$ cat config.mk
export PLATFORM = sky130hd
export DESIGN_NAME = clusterv_sram_arb
export DESIGN_NICKNAME = d
export VERILOG_FILES = /design/src/rtl/clusterv_sram_arb.sv
export SDC_FILE = /design/constraint.sdc
export NUM_CORES = 1
export LEC_CHECK = 0
export CAP_MARGIN = 5
export CORE_AREA = 2 2 194 196
export DETAILED_ROUTE_END_ITERATION = 10
export DIE_AREA = 0 0 196 198
export DONT_BUFFER_PORTS = 1
export SYNTH_ARGS = -nofsm -noshare
export SYNTH_HDL_FRONTEND = slang
export SYNTH_SLANG_ARGS = --single-unit
$ cat constraint.sdc
create_clock -name clock -period 3.8 [get_ports clock]
set_input_delay 0.76 -clock clock [delete_from_list [all_inputs] [get_ports clock]]
set_output_delay 0.76 -clock clock [all_outputs]
set_load 0.02 [all_outputs]
$ cat src/rtl/clusterv_sram_arb.sv
// clusterv_sram_arb
//   Round-robin arbiter that lets N Wishbone initiators share one single-port
//   SRAM. Each transfer takes three cycles: IDLE picks a winner, ACCESS
//   strobes the SRAM for one cycle, and ACK returns the acknowledge. The read
//   data arrives from the SRAM in the ACK cycle.
//
// Ports
//   clock, reset            single clock, asynchronous active-low reset
//   t_adr/t_dat_w/t_sel     per-initiator byte address, write data, byte selects
//   t_cyc/t_stb/t_we        per-initiator Wishbone cycle, strobe, write enable
//   t_dat_r/t_ack/t_err     per-initiator read data, acknowledge, error (tied 0)
//   i_addr/i_write_data     SRAM word address and write data
//   i_write_en/i_read_en    SRAM strobes, i_read_data valid one cycle after i_read_en
//   i_byte_en               SRAM byte enables
//
// State   | meaning
// IDLE    | wait for a request, register round-robin winner in grant
// ACCESS  | drive SRAM for the granted initiator (skipped if it dropped)
// ACK     | acknowledge the granted initiator, return read data
module clusterv_sram_arb #(
  parameter int N_INITIATORS   = 4,
  parameter int SRAM_ADR_WIDTH = 12,
  parameter int DAT_WIDTH      = 32
) (
  input  logic                                   clock,
  input  logic                                   reset,
  input  logic [32*N_INITIATORS-1:0]             t_adr,
  input  logic [DAT_WIDTH*N_INITIATORS-1:0]      t_dat_w,
  input  logic [(DAT_WIDTH/8)*N_INITIATORS-1:0]  t_sel,
  input  logic [N_INITIATORS-1:0]                t_cyc,
  input  logic [N_INITIATORS-1:0]                t_stb,
  input  logic [N_INITIATORS-1:0]                t_we,
  output logic [DAT_WIDTH*N_INITIATORS-1:0]      t_dat_r,
  output logic [N_INITIATORS-1:0]                t_ack,
  output logic [N_INITIATORS-1:0]                t_err,
  output logic [SRAM_ADR_WIDTH-1:0]              i_addr,
  output logic [DAT_WIDTH-1:0]                   i_write_data,
  input  logic [DAT_WIDTH-1:0]                   i_read_data,
  output logic                                   i_write_en,
  output logic                                   i_read_en,
  output logic [(DAT_WIDTH/8)-1:0]               i_byte_en
);

  localparam int SEL_W = DAT_WIDTH / 8;
  localparam int GW    = (N_INITIATORS > 1) ? $clog2(N_INITIATORS) : 1;

  typedef enum logic [1:0] {IDLE, ACCESS, ACK} state_t;

  state_t        state_q, state_d;
  logic [GW-1:0] grant_q, grant_d;
  logic [GW-1:0] last_grant_q, last_grant_d;

  logic [N_INITIATORS-1:0]   req;
  logic [SRAM_ADR_WIDTH-1:0] adr_arr [N_INITIATORS];
  logic [DAT_WIDTH-1:0]      dat_arr [N_INITIATORS];
  logic [SEL_W-1:0]          sel_arr [N_INITIATORS];

  // Address decode is the interconnect's job: only the word-address bits
  // of t_adr matter here, the rest is deliberately ignored.
  logic unused_adr_bits;
  assign unused_adr_bits = ^t_adr;

  for (genvar k = 0; k < N_INITIATORS; k++) begin : g_split
    assign adr_arr[k] = t_adr[k*32+2 +: SRAM_ADR_WIDTH];
    assign dat_arr[k] = t_dat_w[k*DAT_WIDTH +: DAT_WIDTH];
    assign sel_arr[k] = t_sel[k*SEL_W +: SEL_W];
  end

  assign req = t_cyc & t_stb;

  logic gnt_req;
  assign gnt_req = req[grant_q];

  // Round-robin search starting one past the last served initiator.
  logic [GW-1:0] rr_win;
  logic [GW-1:0] rr_idx;
  logic          rr_found;

  always_comb begin
    rr_win   = '0;
    rr_idx   = '0;
    rr_found = 1'b0;
    for (int i = 1; i <= N_INITIATORS; i++) begin
      rr_idx = GW'((int'(last_grant_q) + i) % N_INITIATORS);
      if (!rr_found && req[rr_idx]) begin
        rr_found = 1'b1;
        rr_win   = rr_idx;
      end
    end
  end

  always_ff @(posedge clock or negedge reset) begin
    if (!reset) begin
      state_q      <= IDLE;
      grant_q      <= '0;
      last_grant_q <= GW'(N_INITIATORS - 1);
    end else begin
      state_q      <= state_d;
      grant_q      <= grant_d;
      last_grant_q <= last_grant_d;
    end
  end

  always_comb begin
    state_d      = state_q;
    grant_d      = grant_q;
    last_grant_d = last_grant_q;
    case (state_q)
      IDLE: begin
        if (rr_found) begin
          grant_d = rr_win;
          state_d = ACCESS;
        end
      end
      ACCESS: begin
        if (gnt_req) begin
          state_d = ACK;
        end else begin
          state_d      = IDLE;
          last_grant_d = grant_q;
        end
      end
      ACK: begin
        state_d      = IDLE;
        last_grant_d = grant_q;
      end
      default: state_d = IDLE;
    endcase
  end

  // Outputs decode straight from the state register, so an asynchronous
  // reset clears every strobe and ack in the same instant.
  always_comb begin
    i_addr       = '0;
    i_write_data = '0;
    i_write_en   = 1'b0;
    i_read_en    = 1'b0;
    i_byte_en    = '0;
    t_ack        = '0;
    t_dat_r      = '0;
    if (state_q == ACCESS && gnt_req) begin
      i_addr       = adr_arr[grant_q];
      i_write_data = dat_arr[grant_q];
      if (t_we[grant_q]) begin
        i_write_en = 1'b1;
        i_byte_en  = sel_arr[grant_q];
      end else begin
        i_read_en = 1'b1;
        i_byte_en = '1;
      end
    end
    if (state_q == ACK && gnt_req) begin
      t_ack[grant_q] = 1'b1;
      for (int k = 0; k < N_INITIATORS; k++) begin
        if (GW'(k) == grant_q) t_dat_r[k*DAT_WIDTH +: DAT_WIDTH] = i_read_data;
      end
    end
  end

  assign t_err = '0;

endmodule

* Yosys cells after proc, flatten, opt, wreduce, memory -nomap -nowiden
Cells that the tools add are included.
** Storage, ports and cells
- Register bits :: 6
- Output and inout bits :: 186
** Cells by class
- Add/sub/neg operators :: 4
- Order comparisons :: 7
- Equal/unequal tests :: 7
- Multiplexer cells :: 50
- Bitwise operators :: 2
- Reduce and logical (&&, ||, !) cells :: 14
** Operators with widths (count)
- 32-bit two-way mux :: 7
- 128-bit two-way mux :: 1
- 32-bit binary-select mux with 2-bit select :: 1
- 12-bit two-way mux :: 3
- 12-bit binary-select mux with 2-bit select :: 1
- 4-bit two-way mux :: 5
- 2-bit by 3-bit less-than comparator with 1-bit output, second input constant :: 5
- 1-bit two-way mux :: 15
- 2-bit two-way mux :: 7
- 1-bit binary-select mux with 2-bit select :: 6
- 4-bit binary-select mux with 2-bit select :: 1
- 2-bit one-hot mux with 2 select lines :: 2
- 1-bit logical AND :: 6
- 2-bit by 1-bit adder with 2-bit output, second input constant :: 2
- 2-bit adder, second input constant :: 2
- 4-bit AND :: 1
- 2-bit == test, first input constant :: 2
- 2-bit zero test :: 2
- 2-bit inequality test, second input constant :: 2
- 2-bit AND reduction :: 2
- 3-bit >= comparator, second input constant :: 1
- 1-bit zero test :: 3
- 2-bit NOT with 3-bit output :: 1
- 1-bit demux with 2-bit select :: 1
- other kinds (5) :: 5

* Longest topological paths before layout
- Depth in word-level cells :: 15
- Gate-level depth with buffers :: 6
- Depth with buffers taken out :: 4

* Worst setup path before layout
Ideal clock, no wire load.
- Kind :: input to output
- From :: in t_cyc[1]
- To :: out i_addr[10]
- Arrival :: 1.985 ns
- Data required time :: 3.040 ns
- Path slack :: 1.055 ns
- Stages :: 5
- Buffers on the path :: 1
- Cells stage by stage :: nand2_1 -> mux4_2 -> nor2b_2 -> clkbuf_2 -> and2_1
** On the way
- Cells in the longest elaborated chain, start to end :: 5
** Ends and longest elaborated chain
- start, declared :: RTL line 30 : input logic [N_INITIATORS-1:0] t_cyc,
- 4-bit AND :: RTL line 69 : assign req = t_cyc & t_stb;
- 1-bit binary-select mux with 2-bit select :: RTL line 72 : assign gnt_req = req[grant_q];
- 1-bit two-way mux (not written as such) :: RTL line 72
- 1-bit logical AND :: RTL line 141 : if (state_q == ACCESS && gnt_req) begin
- 12-bit two-way mux :: RTL line 141
- end, declared :: RTL line 36 : output logic [SRAM_ADR_WIDTH-1:0] i_addr,
No other way between the ends. The select of a mux whose other input is x is not followed.

* Final worst setup path
- From :: in t_cyc[1]
- To :: out i_write_data[19]
** On the way
- Cells in the longest elaborated chain, start to end :: 5
** Ends and longest elaborated chain
- 4-bit AND :: RTL line 69
- 1-bit binary-select mux with 2-bit select :: RTL line 72
- 1-bit two-way mux (not written as such) :: RTL line 72
- 1-bit logical AND :: RTL line 141
- 32-bit two-way mux :: RTL line 141
- end, declared :: RTL line 37 : output logic [DAT_WIDTH-1:0] i_write_data,
No other way between the ends. The select of a mux whose other input is x is not followed.

==> impl_metrics.yaml <==
synthesis:
  synthTopCellsByArea: "mux4_2 (39%), and2_1 (39%), dfrtp_1 (3.6%)"
  synthArstFlopShare_pct: 100
  ys.flop_type: "dfrtp_1"
  synth-seq-cells: 6
  synthSimpleGateAreaFrac_pct: 43.4
  synth_mux_area_share_pct: 40.1
  syn_avg_cell_area_um2: 8.99
  yosysTopAreaCellShare_pct: 39.4
  synth-xor-area-share_pct: 0
  synth_top_family_by_area: "simple AND/OR/NAND/NOR gates"
  synth_compound_area_share_pct: 4.73
  ys_types: 37
  synth_seq_area_share_pct: 5.44
  syn_area_um2: 2800
  synthCells: 312
  synth_fa_ha_area_share_pct: 0
  yosysWarnings: 0
  yosys.area.top_type: "mux4_2"
  synth_edf_count: 0
cells_and_area:
  synthToLayoutAreaGrowth_pct: 23.2
  regArea_um2: 158
  nFillCells: 4269
  multi_input_area_um2: 2520
  layout_commonest_cell: "and2_1"
  mostFrequentLayoutCells: "and2_1 (175), mux4_2 (49), nand2_1 (9), buf_4 (8)"
  drive_gt1_share_pct: 24.4
  nNetsFinal: 614
  finalNonFillerCells: 776
cts:
  cts_tree: "built"
  htree_num_levels: 1
  cts_hold_buf: 0
  cts_root_buf: "clkbuf_16"
  postCtsSetupRepairBufs: 0
  clk_path_buf_depth: 2
  clk_pin_slew_ps: 40
  cts_made_buffers: 3
  cts_resized: 0
  clk-insertion-delay-late_ps: 230
  cts.sinks: 6
drt:
  remaining_drc_errors: 0
  post_drt_wl_per_cell_um: 20.6
  drt_first_pass_iters: 4
  vias_per_cell: 3.47
  wl_um: 16000
  antenna_left: 0
  vias: 2689
  drtIter0Drc: 110
timing:
  setup_viol: 0
  fin_setup_tns_ps: 0
  rsz0062_at_grt: "no"
  period_needed_ps: 3200
  tightest_slew_ps: 629
  finalCritPeriodShare_pct: 84.3
  fin_skew_ps: 3.28
  slew_headroom_pct: 58.1
  max_freq_mhz: 312
  slew_violations: 0
  hold_viol_final: 0
setup_path:
  crit_arrival_ps: 2440
  r2r_slack_ps: 1960
  reg2reg_depth: 4
  critical_path_class: "input pin to primary output"
  crit_start: "t_cyc[1]"
  critPathLaunchType: "input pin"
  path_max_fanout: 50
  worst_setup_path_end_kind: "primary output"
  cp-endpoint: "i_write_data[19]"
  rr_endpoint: "state_q[1]$_DFFE_PN0P_"
  worstPathRequired_ps: 3040
  r2r-start: "grant_q[1]$_DFFE_PN0P_"
place:
  gp_congestion: 0.825
  hpwl_um: 14300
  numPortBuffers: 0
  place_inst: 765
grt:
  grt_pass1_wl_um: 19600
  grt_usage_pct: 7.32
  grt-ovfl-total: 0
  grt_pass1_vias: 2597
  grt_max_degree: 51
  antenna_found_initial: 9
die:
  initial_core_util_pct: 7.59
  core_um2: 37000
  io-pin-count: 504
  die_h_um: 198
  dieWidth_um: 196
  die_area_um2: 38800
  rows: 71
run_status:
  outcome: "completed"
power_and_ir_drop:
  static-leakage-power_nw: 1.11
  ir_drop_uv: 189
  power.density_nw_per_um2: 451
min_path:
  hold_class: "input pin to async pin"
job:
  maxCapViolCount: 0
## where the power goes
group          leakage (nW)  total [mW]  switching (mW)  internal, mW
sequential           0.0687       0.185          0.0795         0.105
combinational         0.998        1.20           0.607         0.590
clock                0.0382       0.175          0.0358         0.139
total                  1.11        1.56           0.722         0.834
## cell type report
type | count | share of cell area (%)
sequential | 6 | 4.56
antenna | 7 | 0.507
clock buffer | 4 | 2.28
tap | 474 | 17.2
multi-input combinational | 273 | 72.8
inverter | 3 | 0.326
timing repair buffer | 9 | 2.32
## worst max-delay path, cell delays in order
cell and delay (ps):
nand2_1 120, mux4_2 590, nor2b_4 130, buf_4 350, and2_1 420
## how the worst min path moves through the flow
stage	from	endpoint	slack [ps]	cells past startpoint
finish	reset	grant_q[1]$_DFFE_PN0P_	230	0
global route	reset	grant_q[1]$_DFFE_PN0P_	210	0
CTS	reset	grant_q[1]$_DFFE_PN0P_	220	0
detailed placement	reset	state_q[1]$_DFFE_PN0P_	470	0
global placement	reset	state_q[1]$_DFFE_PN0P_	470	0
floorplan	reset	grant_q[0]$_DFFE_PN0P_	460	0
## per-layer routing
layer  routed length (um)  track usage (%)
met1                 5990             8.39
met2                 7910             13.5
met3                 1610             1.43
met4                  512             2.55
met5                    0                0
## registers in the layout, summed over array words and instances (netlist names)
| name | cells |
|---|---|
| grant_q | 2 |
| last_grant_q | 2 |
| state_q | 2 |
## cells by family (layout without fill, tap and decap cells)
group | count (synthesis) | count (layout)
flops | 6 | 6
other cells | 1 | 11
mux | 51 | 51
buf+inv | 36 | 16
compound gates | 19 | 19
simple gates | 199 | 199
## metrics by stage
| step | power (mW) | setup slack (ps) | hold WS [ps] | cell area [um2] | util, % |
|---|---|---|---|---|---|
| after floorplan | 1.19 | 1060 | 464 | 2820 | - |
| after global placement | 1.39 | 561 | 465 | 3360 | 9.09 |
| after detailed placement | 1.40 | 521 | 465 | 3360 | 9.09 |
| after CTS | 1.58 | 519 | 222 | 3440 | 9.30 |
| after global routing | 1.69 | 454 | 215 | 3450 | 9.34 |
| final | 1.56 | 598 | 227 | 3450 | 9.35 |
## synth_stat cells (4+ instances only)
cell type / n
and2_1: 175
buf_2: 8
buf_4: 6
clkbuf_1: 14
clkbuf_2: 4
dfrtp_1: 4
mux4_2: 49
nand2_1: 9
nor3_1: 4
o21a_1: 4
o21ai_0: 4
Power figures use the tool's default switching activity.
